File: src/rtl/alu_pkg.sv
// Shared opcodes, FSM state encoding and default widths for the ALU writeback stage.
// Pure declarations: no latency or backpressure of its own.
package alu_pkg;

    localparam int DATA_W_DEF = 20;
    localparam int ADDR_W_DEF = 4;
    localparam int SHAMT_W    = 5;

    localparam logic [3:0] OP_NOP    = 4'd0;
    localparam logic [3:0] OP_ADD    = 4'd1;
    localparam logic [3:0] OP_SUB    = 4'd2;
    localparam logic [3:0] OP_AND    = 4'd3;
    localparam logic [3:0] OP_OR     = 4'd4;
    localparam logic [3:0] OP_XOR    = 4'd5;
    localparam logic [3:0] OP_SHL    = 4'd6;
    localparam logic [3:0] OP_SHR    = 4'd7;
    localparam logic [3:0] OP_PASS_B = 4'd8;
    localparam logic [3:0] OP_MUL    = 4'd9;

    typedef enum logic [1:0] {
        ST_IDLE = 2'd0,
        ST_WB   = 2'd1,
        ST_MUL  = 2'd2
    } state_t;

endpackage

File: src/rtl/shift_add_multiplier.sv
// Iterative shift-add multiplier, low DATA_W bits of a*b, one partial product per cycle.
// Latency DATA_W cycles after start; done/product valid combinationally on the last step, no backpressure.
module shift_add_multiplier #(
    parameter int DATA_W = 20
) (
    input  logic              clk,
    input  logic              rst_n,
    input  logic              start,
    input  logic [DATA_W-1:0] multiplicand,
    input  logic [DATA_W-1:0] multiplier,
    output logic              done,
    output logic [DATA_W-1:0] product
);

    localparam int CNT_W = $clog2(DATA_W);

    logic [DATA_W-1:0] r_mcand;
    logic [DATA_W-1:0] r_mplier;
    logic [DATA_W-1:0] r_acc;
    logic [CNT_W-1:0]  r_cnt;
    logic              r_run;

    logic [DATA_W-1:0] w_partial;
    logic [DATA_W-1:0] w_acc_next;

    assign w_partial  = r_mplier[0] ? r_mcand : '0;
    assign w_acc_next = r_acc + w_partial;

    // Product includes the step happening this cycle so the caller can latch it on the done edge.
    assign done    = r_run && (r_cnt == CNT_W'(DATA_W - 1));
    assign product = w_acc_next;

    always_ff @(posedge clk) begin
        if (!rst_n) begin
            r_mcand  <= '0;
            r_mplier <= '0;
            r_acc    <= '0;
            r_cnt    <= '0;
            r_run    <= 1'b0;
        end else if (start) begin
            r_mcand  <= multiplicand;
            r_mplier <= multiplier;
            r_acc    <= '0;
            r_cnt    <= '0;
            r_run    <= 1'b1;
        end else if (r_run) begin
            r_acc    <= w_acc_next;
            r_mcand  <= r_mcand << 1;
            r_mplier <= r_mplier >> 1;
            r_cnt    <= r_cnt + 1'b1;
            if (done) begin
                r_run <= 1'b0;
            end
        end
    end

endmodule

File: src/rtl/alu_writeback_stage.sv
// ALU execute stage driving the register-file write port; SAT_ARITH_EN selects saturating signed ADD/SUB.
// Latency 1 cycle (MUL: DATA_W+1); in_ready drops only while a multiply is in flight or in reset.
module alu_writeback_stage
    import alu_pkg::*;
#(
    parameter int DATA_W = DATA_W_DEF,
    parameter int ADDR_W = ADDR_W_DEF
) (
    input  logic              clk,
    input  logic              rst_n,
    input  logic              in_valid,
    output logic              in_ready,
    input  logic [3:0]        opcode,
    input  logic [ADDR_W-1:0] dest_reg,
    input  logic [DATA_W-1:0] operand_a,
    input  logic [DATA_W-1:0] operand_b,
    output logic              write_enable,
    output logic [ADDR_W-1:0] write_register,
    output logic [DATA_W-1:0] write_data,
    output logic              flag_zero,
    output logic              flag_carry,
    output logic              flag_ovf,
    output logic              busy
);

    localparam int MSB = DATA_W - 1;

    state_t            r_state;
    logic              r_we;
    logic [ADDR_W-1:0] r_wreg;
    logic [DATA_W-1:0] r_wdata;
    logic              r_zero;
    logic              r_carry;
    logic              r_ovf;
    logic              r_busy;
    logic [ADDR_W-1:0] r_mul_dest;

    logic              w_accept;
    logic              w_is_nop;
    logic              w_is_mul;
    logic [DATA_W:0]   w_add;
    logic [DATA_W:0]   w_sub;
    logic [DATA_W:0]   w_shl;
    logic [DATA_W:0]   w_shr_ext;
    logic [SHAMT_W-1:0] w_shamt;
    logic              w_sh_big;
    logic              w_add_ovf;
    logic              w_sub_ovf;
    logic [DATA_W-1:0] w_res;
    logic              w_carry;
    logic              w_ovf;
    logic              w_mul_done;
    logic [DATA_W-1:0] w_product;

    assign in_ready = rst_n && (r_state != ST_MUL);
    assign w_accept = in_valid && in_ready;
    assign w_is_mul = (opcode == OP_MUL);
    assign w_is_nop = (opcode == OP_NOP) || (opcode > OP_MUL);

    assign w_add     = {1'b0, operand_a} + {1'b0, operand_b};
    assign w_sub     = {1'b0, operand_a} - {1'b0, operand_b};
    assign w_add_ovf = (operand_a[MSB] == operand_b[MSB]) && (w_add[MSB] != operand_a[MSB]);
    assign w_sub_ovf = (operand_a[MSB] != operand_b[MSB]) && (w_sub[MSB] != operand_a[MSB]);

    // The extra bit on each shift catches the last bit shifted out, which becomes carry.
    assign w_shamt   = operand_b[SHAMT_W-1:0];
    assign w_sh_big  = int'(w_shamt) >= DATA_W;
    assign w_shl     = {1'b0, operand_a} << w_shamt;
    assign w_shr_ext = {operand_a, 1'b0} >> w_shamt;

    function automatic logic [DATA_W-1:0] sat_value(input logic a_neg);
        return a_neg ? {1'b1, {(DATA_W-1){1'b0}}} : {1'b0, {(DATA_W-1){1'b1}}};
    endfunction

    always_comb begin
        w_res   = '0;
        w_carry = 1'b0;
        w_ovf   = 1'b0;
        case (opcode)
            OP_ADD: begin
                w_res   = w_add[DATA_W-1:0];
                w_carry = w_add[DATA_W];
                w_ovf   = w_add_ovf;
`ifdef SAT_ARITH_EN
                if (w_add_ovf) w_res = sat_value(operand_a[MSB]);
`endif
            end
            OP_SUB: begin
                w_res   = w_sub[DATA_W-1:0];
                w_carry = w_sub[DATA_W];
                w_ovf   = w_sub_ovf;
`ifdef SAT_ARITH_EN
                if (w_sub_ovf) w_res = sat_value(operand_a[MSB]);
`endif
            end
            OP_AND:    w_res = operand_a & operand_b;
            OP_OR:     w_res = operand_a | operand_b;
            OP_XOR:    w_res = operand_a ^ operand_b;
            OP_SHL: begin
                if (!w_sh_big) begin
                    w_res   = w_shl[DATA_W-1:0];
                    w_carry = w_shl[DATA_W];
                end
            end
            OP_SHR: begin
                if (!w_sh_big) begin
                    w_res   = w_shr_ext[DATA_W:1];
                    w_carry = w_shr_ext[0];
                end
            end
            OP_PASS_B: w_res = operand_b;
            default:   ;
        endcase
    end

    shift_add_multiplier #(
        .DATA_W (DATA_W)
    ) u_mul (
        .clk          (clk),
        .rst_n        (rst_n),
        .start        (w_accept && w_is_mul),
        .multiplicand (operand_a),
        .multiplier   (operand_b),
        .done         (w_mul_done),
        .product      (w_product)
    );

    always_ff @(posedge clk) begin
        if (!rst_n) begin
            r_state    <= ST_IDLE;
            r_we       <= 1'b0;
            r_wreg     <= '0;
            r_wdata    <= '0;
            r_zero     <= 1'b0;
            r_carry    <= 1'b0;
            r_ovf      <= 1'b0;
            r_busy     <= 1'b0;
            r_mul_dest <= '0;
        end else begin
            r_we <= 1'b0;
            case (r_state)
                ST_IDLE, ST_WB: begin
                    if (w_accept && w_is_mul) begin
                        r_state    <= ST_MUL;
                        r_busy     <= 1'b1;
                        r_mul_dest <= dest_reg;
                    end else if (w_accept && !w_is_nop) begin
                        r_state <= ST_WB;
                        r_we    <= 1'b1;
                        r_wreg  <= dest_reg;
                        r_wdata <= w_res;
                        r_zero  <= (w_res == '0);
                        r_carry <= w_carry;
                        r_ovf   <= w_ovf;
                    end else begin
                        r_state <= ST_IDLE;
                    end
                end
                ST_MUL: begin
                    // Write-back register and flags stay untouched until the product is final.
                    if (w_mul_done) begin
                        r_state <= ST_WB;
                        r_busy  <= 1'b0;
                        r_we    <= 1'b1;
                        r_wreg  <= r_mul_dest;
                        r_wdata <= w_product;
                        r_zero  <= (w_product == '0);
                        r_carry <= 1'b0;
                        r_ovf   <= 1'b0;
                    end
                end
                default: r_state <= ST_IDLE;
            endcase
        end
    end

    assign write_enable   = r_we;
    assign write_register = r_wreg;
    assign write_data     = r_wdata;
    assign flag_zero      = r_zero;
    assign flag_carry     = r_carry;
    assign flag_ovf       = r_ovf;
    assign busy           = r_busy;

endmodule

File: config.mk
export PLATFORM = sky130hd
export DESIGN_NAME = alu_writeback_stage
export DESIGN_NICKNAME = d
export VERILOG_FILES = /design/src/rtl/alu_pkg.sv /design/src/rtl/shift_add_multiplier.sv /design/src/rtl/alu_writeback_stage.sv
export SDC_FILE = /design/constraint.sdc
export NUM_CORES = 1
export LEC_CHECK = 0
export ABC_AREA = 1
export BUFFER_PORTS_ARGS = -buffer_cell sky130_fd_sc_hd__buf_4
export CAP_MARGIN = 15
export CORE_MARGIN = 3
export CORE_UTILIZATION = 30
export CTS_BUF_LIST = sky130_fd_sc_hd__clkbuf_4 sky130_fd_sc_hd__clkbuf_8 sky130_fd_sc_hd__clkbuf_16
export DETAILED_ROUTE_END_ITERATION = 8
export HOLD_SLACK_MARGIN = 0.02
export MAX_ROUTING_LAYER = met4
export PLACE_DENSITY = 0.51
export SLEW_MARGIN = 0
export SYNTH_ARGS = -nofsm -noshare
export SYNTH_HDL_FRONTEND = slang
export SYNTH_SLANG_ARGS = --single-unit
File: constraint.sdc
create_clock -name clk -period 3.84 [get_ports clk]
set_clock_uncertainty 0.2 [all_clocks]
set_input_delay 0.576 -clock clk [delete_from_list [all_inputs] [get_ports clk]]
set_output_delay 0.576 -clock clk [all_outputs]
set_load 0.02 [all_outputs]
### Word level (Yosys, flattened, before mapping)

Index checks and enable logic that the tools add are counted.

* bits in registers: 101

* add/sub/neg operators: 4
* order comparisons: 2
* equality and inequality tests: 21
* shifts and indexed selects: 2
* muxes and demuxes: 44
* bitwise logic cells: 4
* reduce and logical (&&, ||, !) cells: 20

Operator list (number)
* $mux 20: 10
* $pmux 20 s8: 1
* $logic_not 20->1: 2
* $pmux 20 s2: 1
* $add 20x20->21: 1
* $shl 20x5->21: 1
* $shr 21x5->21: 1
* $sub 20x20->21: 1
* $add 20x20->20: 1
* $and 20x20->20: 1
* $or 20x20->20: 1
* $xor 20x20->20: 1
* $mux 1: 18
* $eq 4x3->1 const B: 4
* $mux 4: 3
* $pmux 1 s2: 6
* $eq 4x2->1 const B: 2
* $eq 4x4->1 const B: 2
* $pmux 4 s2: 1
* $logic_and 1x1->1: 7
* $ne 2x2->1 const B: 3
* $add 5x1->5 const B: 1
* $eq 5x5->1 const B: 1
* $ge 5x5->1 const B: 1
* 20 further kinds: 26

### Depth between registers and ports, before layout

Gate-level depths: netlist (run 1).

* depth after elaboration: 7
* mapped depth: 24

### Cells and area by module

From an unflattened synthesis (run 1), not the netlist that was laid out.

* cell total of the unflattened synthesis: 2042
* area, all modules: 11419.7 sq um

By module, submodules not included
* alu_writeback_stage: instances 1, cells each 1374, area each 7258.2 sq um, seq. area each 700.7 sq um
* shift_add_multiplier: instances 1, cells each 668, area each 4161.5 sq um, seq. area each 1321.3 sq um

### Least setup slack after synthesis (run 1)

OpenSTA, ideal clock, no wires.

* path kind: input to register
* start point: input operand_b[3]
* end point: register r_zero (netlist: flag_zero)
* library setup time: 0.056 ns
* data arrival time: 2.777 ns
* path slack: 0.807 ns
* stages on the path: 20
* path buffers: 3
* path through: buf_2 -> inv_1 -> clkbuf_1 -> ha_1 -> buf_2 -> nor2_1 -> nand4_1 -> nand3_1 -> nand2_1 -> a21oi_1 -> nor2_1 -> nor2_1 -> nand2_1 -> nor2_1 -> nand2_1 -> nor2_1 -> nand3_1 -> nand3_1 -> nand2_1 -> inv_1

* cells in the longest elaborated chain, start to end: 7
* elaborated cells on any way between the ends: 15
* those cells by class: 2 x add/sub; 1 x order compare; 2 x shift; 6 x mux; 3 x bitwise; 1 x reduce/logical

Ends and longest elaborated chain
* start: declaration: RTL line alu_writeback_stage.sv:16 `input logic [DATA_W-1:0] operand_b,`
* branches (longest 2 deep; another with $sub 20x20->21)
* $pmux 20 s8 (*): RTL line alu_writeback_stage.sv:79 `case (opcode)`
* $logic_not 20->1 (*): RTL line alu_writeback_stage.sv:152 `r_zero <= (w_res == '0);`
* $mux 1 (*): RTL line alu_writeback_stage.sv:147 `end else if (w_accept && !w_is_nop) begin`
* $mux 1 (*): RTL line alu_writeback_stage.sv:143 `if (w_accept && w_is_mul) begin`
* $pmux 1 s2 (*): RTL line alu_writeback_stage.sv:141 `case (r_state)`
* end signal: assignment: RTL line alu_writeback_stage.sv:152
* end signal: assignment: RTL line alu_writeback_stage.sv:167 `r_zero <= (w_product == '0);`
* end: declaration: RTL line alu_writeback_stage.sv:32 `logic r_zero;`

Every way passes the cells marked *. The select of a mux whose other input is x is not followed.
A chain may end at the register's enable or synchronous reset.

### Worst setup path in the final report (run 1)

* start point: register u_mul.r_mplier[0]
* end point: register r_zero (netlist: flag_zero)

* cells in the longest elaborated chain, start to end: 5

Ends and longest elaborated chain
* start: declaration: RTL line shift_add_multiplier.sv:18 `logic [DATA_W-1:0] r_mplier;`
* start signal: assignment: RTL line shift_add_multiplier.sv:42 `r_mplier <= multiplier;`
* start signal: assignment: RTL line shift_add_multiplier.sv:49 `r_mplier <= r_mplier >> 1;`
* $mux 20: RTL line shift_add_multiplier.sv:26 `assign w_partial = r_mplier[0] ? r_mcand : '0;`
* $add 20x20->20: RTL line shift_add_multiplier.sv:27 `assign w_acc_next = r_acc + w_partial;`
* $logic_not 20->1: RTL line alu_writeback_stage.sv:167
* $mux 1: RTL line alu_writeback_stage.sv:161 `if (w_mul_done) begin`
* $pmux 1 s2: RTL line alu_writeback_stage.sv:141

No other way between the ends. The select of a mux whose other input is x is not followed.

==> results of run 1 <==
==> layout by cell type (no fill, tap or decap), types with 10 or more instances in the layout <==
| cell | n |
|---|---|
| o211ai_1 | 15 |
| xnor2_1 | 11 |
| buf_4 | 126 |
| inv_2 | 22 |
| nand3_1 | 278 |
| ha_1 | 86 |
| o21ai_0 | 61 |
| nor2_1 | 224 |
| a31oi_1 | 54 |
| dfxtp_1 | 100 |
| a21oi_1 | 93 |
| inv_1 | 219 |
| nor3_1 | 10 |
| nand2_1 | 639 |
| nand4_1 | 25 |
==> kinds of logic after synthesis <==
family / synth area share [%]
compound gates: 13.62
simple gates: 45.15
flops: 18.15
buf+inv: 11.30
fa+ha+maj: 10.20
xor+xnor: 1.573
==> flip-flops by register name, indices dropped and copies added, names as in the netlist <==
register,cells
busy,1
flag_carry,1
flag_ovf,1
flag_zero,1
r_mul_dest,4
r_state,2
u_mul.r_acc,20
u_mul.r_cnt,5
u_mul.r_mcand,20
u_mul.r_mplier,20
u_mul.r_run,1
write_data,20
write_enable,1
write_register,4
==> metrics by stage <==
stage	cell area, um^2	instances	hold slack [ns]	utilization, %	setup WS, ns
after floorplan	11140	2002	0.2395	-	0.8069
after global placement	12350	2509	0.2524	34.21	0.2527
after detailed placement	12350	2509	0.2599	34.21	0.2147
after CTS	12650	2525	0.2255	35.06	0.5493
after global routing	12660	2526	0.2526	35.09	0.2545
final	12670	2528	0.2417	35.11	0.3925
==> metal layers <==
layer  wire length [um]  part of all wire (%)  up-vias
li1                   -                     -     6613
met1              25580                    46     6384
met2              23930                    43      456
met4               1711                   3.1        0
met5                  0                     0        -
met3               3811                   6.9       74
==> where the power goes <==
part	internal (W)	leakage (nW)	switching, W
Sequential	0.00106	0.816	0.0000107
Clock	0.000516	0.145	0.000497
Combinational	0.000314	5.38	0.000764
==> final cells by class <==
cell class	count	area [um^2]
clock inverters	7	81.33
inverters	242	908.4
diodes	2	5.005
multi-input cells	1578	7871
flip-flops and latches	101	2023
fillers	4140	23420
clock buffers	9	225.2
well taps	461	576.8
repair buffers	128	977.2
==> worst max path at each step <==
stage	cells after the start	to
after CTS	18	flag_zero
after detailed placement	15	write_data[18]
after global routing	18	flag_zero
final	18	flag_zero
after floorplan	20	flag_zero
after global placement	15	write_data[18]
==> tightest hold or removal path, delay by kind of cell <==
kind	cells	cell delay (ns)
buf+inv	1	0.09
simple gates	2	0.12
==> results.py, run 1 <==
metrics = {
    "logic_synthesis": {
        "async_reset_ff_share_pct": 0,
        "netlist-cell-type-count": 48,
        "syn_inst": 2002,
        "edff_count_synth": 0,
        "postSynth.topFlopCell": "dfxtp_1",
        "yosys.cell_count.top_type": "nand2_1",
        "ys_top_cells_by_area": "nand2_1 22%, dfxtp_1 18%, nand3_1 12%",
        "postSynthRegisterBits": 101,
        "postSynthAreaPerCell_um2": 5.564,
        "cell_type_contributing_the_most_total_cell_area_after_synthesis": "nand2_1",
        "synth.cell_area_um2": 11140,
        "synth_common_cells": "639 x nand2_1, 278 x nand3_1, 225 x nor2_1",
        "synth_seq_area_share_pct": 18.15,
        "syn_nets": 2142,
        "yosysTopAreaCellShare_pct": 21.53,
        "synthesis.yosys.warnings": 0,
    },
    "die": {
        "start_util_pct": 30.87,
        "die_h_um": 198.7,
        "num_io_pins": 81,
        "floorplan.die_area_um2": 39480,
        "rows": 69,
        "placeableCoreArea_um2": 36090,
        "die_w_um": 198.7,
    },
    "global_route": {
        "grt_first_pass_wirelength_um": 82540,
        "grt_antenna_before_repair": 0,
        "groute.layer.met2.usage_pct": 43.70,
        "grt_pass1_vias": 13000,
        "overflow": 0,
        "use_met1_pct": 38.94,
        "grt_max_degree": 77,
        "gr-usage-met3_pct": 4.844,
        "layer_with_the_highest_usage": "met2",
        "grt.total_usage_pct": 28.69,
    },
    "worst_setup_path": {
        "reg2reg_to": "flag_zero",
        "cp_top_family": "simple AND/OR/NAND/NOR gates",
        "worst-endpoint-required_ns": 3.97,
        "critical_path.n_buffers_inverters": 2,
        "critPathLaunchType": "flop",
        "arrival_time_worst_endpoint_ns": 3.58,
        "crit_path_start": "u_mul.r_mplier[0]",
        "maximum_single_stage_delay_on_the_critical_path_ns": 0.52,
        "cp_max_fo": 20,
        "timing.setup.critical_path_class": "reg -> reg",
        "worst_r2r_startpoint": "u_mul.r_mplier[0]",
        "timing.critical_path.cells": "buf_4 > nand2_1 > fa_1 > o21ai_0 > nand2_1 > nand2_1 > nand3_1 > nand2_1 > nand2_1 > nand2_1 > nand2_1 > nor2_1 > nand3_1 > nor2_1 > nand2_1 > nand3_1 > nand2_1 > inv_1",
        "r2r_slack_ns": 0.39,
        "timing.critical_path.mode_cell": "nand2_1",
        "worst_r2r_path_depth": 18,
        "endpoint_kind": "flop",
        "crit_path_top_delay_cell": "fa_1",
    },
    "timing": {
        "grt_setup_unrepaired": "false",
        "final_max_slew_viol_count": 0,
        "final_period_minus_worst_setup_slack_ns": 3.448,
        "max_freq_mhz": 290.1,
        "fin_tns_setup_ns": 0,
        "final_worst_path_period_share_pct": 89.78,
        "final_hold_viol_count": 0,
        "worst_slew_margin_rel_pct": 28.58,
        "finalSetupViolCount": 0,
        "max_slew.worst_pin.slew_ns": 1.069,
    },
    "route": {
        "viasPerCell": 5.351,
        "antenna_left": 0,
        "routedWlPerCell_um": 21.77,
        "num_vias": 13530,
        "drt_wl_total_um": 55030,
        "drt_first_iter_violations": 1337,
        "firstDrtPassIters": 6,
        "drcViolationCount": 0,
    },
    "clock_network": {
        "tritoncts_num_sinks": 101,
        "post-cts-setup-buffers": 0,
        "cts.repair.resized": 0,
        "clk_path_buf_depth": 2,
        "htreeDepth": 3,
        "clk_transition_reported_paths_ns": 0.08,
        "cts_root_buf": "clkbuf_16",
        "cts_tree": "yes",
        "clock_latency_on_the_worst_skew_pair_ns": 0.38,
        "cts_hold_repair.buffers": 0,
        "cts-buffers-inserted": 9,
    },
    "power": {
        "power_density_cells_nw_per_um2": 249.7,
        "leakage_nw": 6.344,
        "vdd.ir_drop.worst_mv": 0.1893,
        "design_power_total_w": 0.003164,
    },
    "min_path": {
        "holdCritStartpoint": "dest_reg[2]",
        "worst_hold_path_type": "in -> reg",
        "hold_path_sink": "r_mul_dest[2]",
        "hold_depth": 3,
    },
    "outcome": {
        "status": "completed",
    },
    "layout": {
        "nets": 2200,
        "layout-drive-gt1-share_pct": 9.104,
        "synthToLayoutAreaGrowth_pct": 13.73,
    },
    "place": {
        "io_buffer_count": 80,
        "dp_hpwl_um": 44410,
        "gp_congestion": 1.048,
    },
    "flow_run": {
        "max_cap_viol_count": 0,
    },
}
Power figures use the tool's default switching activity.
==> inputs of run 2 (changes only) <==
--- a/config.mk
+++ b/config.mk
@@ -5,16 +5,15 @@
 export SDC_FILE = /design/constraint.sdc
 export NUM_CORES = 1
 export LEC_CHECK = 0
-export ABC_AREA = 1
-export BUFFER_PORTS_ARGS = -buffer_cell sky130_fd_sc_hd__buf_4
 export CAP_MARGIN = 15
 export CORE_MARGIN = 3
 export CORE_UTILIZATION = 30
 export CTS_BUF_LIST = sky130_fd_sc_hd__clkbuf_4 sky130_fd_sc_hd__clkbuf_8 sky130_fd_sc_hd__clkbuf_16
 export DETAILED_ROUTE_END_ITERATION = 8
+export DONT_BUFFER_PORTS = 1
 export HOLD_SLACK_MARGIN = 0.02
 export MAX_ROUTING_LAYER = met4
-export PLACE_DENSITY = 0.51
+export PLACE_DENSITY = 0.5
 export SLEW_MARGIN = 0
 export SYNTH_ARGS = -nofsm -noshare
 export SYNTH_HDL_FRONTEND = slang
==> run 2 against run 1 <==
  * Maximum frequency decreased by 9.5%
  * Critical path depth decreased by 4
  * Cell area decreased by 0.75%
  * Synthesized cell count decreased by 30%
  * First-iteration DRC count decreased by 17%
  * Area after synthesis decreased by 3.8%
  * Sequential share of layout area increased by 0.14 points
  * Sequential power about the same
  * Total power decreased by 3.8%
  * Worst hold slack got worse by 0.12 ns
  * Count of clock-buffer cells in the layout increased by 1
  * Critical path type is now in -> reg
  * Largest power group is now sequential cells
==> results.py, run 2 <==
metrics = {
    "worst_setup_path": {
        "reg2reg_to": "flag_zero",
        "timing.critical_path.mode_cell": "buf_4",
        "worst-endpoint-required_ns": 3.94,
        "worst_r2r_startpoint": "u_mul.r_mplier[0]",
        "critPathLaunchType": "primary input",
        "critical_path.n_buffers_inverters": 3,
        "cp_max_fo": 56,
        "crit_path_top_delay_cell": "or4_4",
        "cp_top_family": "simple AND/OR/NAND/NOR gates",
        "r2r_slack_ns": 0.26,
        "maximum_single_stage_delay_on_the_critical_path_ns": 0.55,
        "timing.setup.critical_path_class": "in -> reg",
        "endpoint_kind": "flop",
        "worst_r2r_path_depth": 14,
        "arrival_time_worst_endpoint_ns": 3.91,
        "timing.critical_path.cells": "mux2_4 > buf_4 > mux2i_1 > o32ai_1 > a2bb2o_1 > a311oi_2 > buf_4 > nand4_1 > or4_4 > nor4_2 > buf_4 > nand4_1 > o31ai_2 > nand2b_1",
    },
    "timing": {
        "final_period_minus_worst_setup_slack_ns": 3.808,
        "grt_setup_unrepaired": "true",
        "max_slew.worst_pin.slew_ns": 0.8627,
        "max_freq_mhz": 262.6,
        "timing.final.ws_setup_ns": 0.03186,
        "fin_tns_setup_ns": 0,
        "finalSetupViolCount": 0,
        "worst_slew_margin_rel_pct": 42.36,
        "final_worst_path_period_share_pct": 99.17,
        "final_max_slew_viol_count": 0,
        "final_hold_viol_count": 0,
    },
    "logic_synthesis": {
        "netlist-cell-type-count": 83,
        "synthesis.yosys.warnings": 0,
        "async_reset_ff_share_pct": 0,
        "edff_count_synth": 0,
        "ys_top_cells_by_area": "dfxtp_1 19%, ha_1 10%, mux2i_1 7.4%",
        "syn_inst": 1402,
        "syn_nets": 1542,
        "synth.cell_area_um2": 10720,
        "synth_common_cells": "203 x nor2_1, 101 x dfxtp_1, 100 x a21oi_1",
        "postSynthAreaPerCell_um2": 7.643,
        "postSynthRegisterBits": 101,
        "synth_seq_area_share_pct": 18.87,
        "cell_type_contributing_the_most_total_cell_area_after_synthesis": "dfxtp_1",
        "postSynth.topFlopCell": "dfxtp_1",
        "yosys.cell_count.top_type": "nor2_1",
        "yosysTopAreaCellShare_pct": 18.87,
    },
    "route": {
        "firstDrtPassIters": 5,
        "routedWlPerCell_um": 24.53,
        "drt_wl_total_um": 47410,
        "viasPerCell": 5.916,
        "num_vias": 11440,
        "antenna_left": 0,
        "drt_first_iter_violations": 1105,
        "drcViolationCount": 0,
    },
    "clock_network": {
        "clk_transition_reported_paths_ns": 0.08,
        "clock_latency_on_the_worst_skew_pair_ns": 0.36,
        "cts_hold_repair.buffers": 0,
        "clk_path_buf_depth": 2,
        "htreeDepth": 3,
        "cts-buffers-inserted": 9,
        "cts_tree": "yes",
        "tritoncts_num_sinks": 101,
        "cts_root_buf": "clkbuf_16",
        "post-cts-setup-buffers": 0,
    },
    "layout": {
        "n_fill_cell": 3755,
        "layout-drive-gt1-share_pct": 17.81,
        "synthToLayoutAreaGrowth_pct": 17.34,
        "layout.cells.most_common_list": "202 x nor2_1, 161 x buf_4, 100 x dfxtp_1",
        "nets": 1612,
        "layout_commonest_cell": "nor2_1",
    },
    "global_route": {
        "grt_first_pass_wirelength_um": 71040,
        "grt.total_usage_pct": 24.81,
        "overflow": 0,
        "grt_max_degree": 70,
        "grt_pass1_vias": 10770,
        "grt_antenna_before_repair": 1,
    },
    "min_path": {
        "holdCritStartpoint": "rst_n",
        "hold_path_sink": "flag_carry",
        "hold_depth": 2,
        "worst_hold_path_type": "in -> reg",
    },
    "power": {
        "leakage_nw": 5.044,
        "design_power_total_w": 0.003042,
        "power_density_cells_nw_per_um2": 242.0,
        "vdd.ir_drop.worst_mv": 0.2143,
    },
    "die": {
        "placeableCoreArea_um2": 34880,
        "start_util_pct": 30.72,
        "floorplan.die_area_um2": 38020,
        "rows": 68,
        "die_w_um": 195.0,
        "die_h_um": 195.0,
        "num_io_pins": 81,
    },
    "place": {
        "gp_congestion": 0.9866,
        "io_buffer_count": 0,
        "dp_hpwl_um": 37230,
        "place_ws_ns": -0.4933,
    },
    "outcome": {
        "status": "completed",
    },
    "flow_run": {
        "max_cap_viol_count": 0,
    },
}
-- run 2: changes by cell type after synthesis, sizes merged, moves of 20 or more --
cell | previous run | this run
nor2 | 231 | 203
clkbuf | 40 | 82
a22oi | 0 | 27
mux2i | 0 | 79
a211oi | 3 | 57
mux4 | 0 | 25
nand2 | 643 | 94
buf | 41 | 21
a31oi | 54 | 16
nand3 | 279 | 25
inv | 241 | 62
and2 | 2 | 31
-- run 2: kinds of logic after synthesis --
group	Yosys count	share of synthesized area (%)
adder cells (fa/ha/maj)	89	10.60
AND/OR/NAND/NOR	482	21.15
flip-flops	101	18.87
multiplexers	118	14.32
XOR/XNOR	31	2.534
buffers and inverters	167	6.165
AO/OA/AOI/OAI	414	26.37
-- run 2: timing repair --
| item | CTS | global route |
|---|---|---|
| pin swaps | 10 | 7 |
| gates cloned | 0 | 0 |
| gates resized for setup | 8 | 13 |
| endpoints found under the setup margin | 2 | 6 |
-- run 2: power breakdown --
group / switching (W) / total [W] / internal [W]
registers: 0.0000273 / 0.00109 / 0.00106
clock network: 0.000455 / 0.000931 / 0.000477
logic: 0.000559 / 0.00102 / 0.000462
total: 0.00104 / 0.00304 / 0.00200
-- run 2: routing by layer --
layer	share of wire [%]	global-route usage (%)
met5	0	-
met4	2.6	6.153
met3	6.7	3.399
met2	45	38.44
met1	45	34.32
-- run 2: how the worst max path moves through the flow --
stage / startpoint / end / slack [ns] / cells past startpoint
after floorplan: operand_b[2] / flag_zero / -0.22 / 18
after global placement: operand_b[1] / flag_zero / -0.52 / 14
after detailed placement: operand_a[0] / flag_zero / -0.49 / 13
after CTS: operand_a[0] / flag_zero / 0.02 / 13
after global routing: operand_b[3] / flag_zero / -0.05 / 15
final: operand_b[0] / flag_zero / 0.03 / 14
-- run 2: area by class of cell --
type,count,area [um^2],area share [%]
Clock inverter,6,60.06,0.4777
Multi-Input combinational cell,1134,8195,65.18
Clock buffer,10,239.0,1.901
Tap cell,455,569.3,4.528
Antenna cell,1,2.502,0.01990
Sequential cell,101,2026,16.11
Inverter,64,252.7,2.010
Timing Repair Buffer,162,1229,9.772
-- run 2: metrics by stage --
step | std cells | hold slack (ns) | util [%] | area [um^2]
5_1_grt | 1932 | 0.1118 | 36.04 | 12570
2_1_floorplan | 1402 | 0.2608 | - | 10830
4_1_cts | 1932 | 0.1097 | 35.88 | 12510
3_3_place_gp | 1916 | 0.2755 | 34.88 | 12170
6_report | 1933 | 0.1200 | 36.04 | 12570
3_5_place_dp | 1916 | 0.2868 | 34.88 | 12170
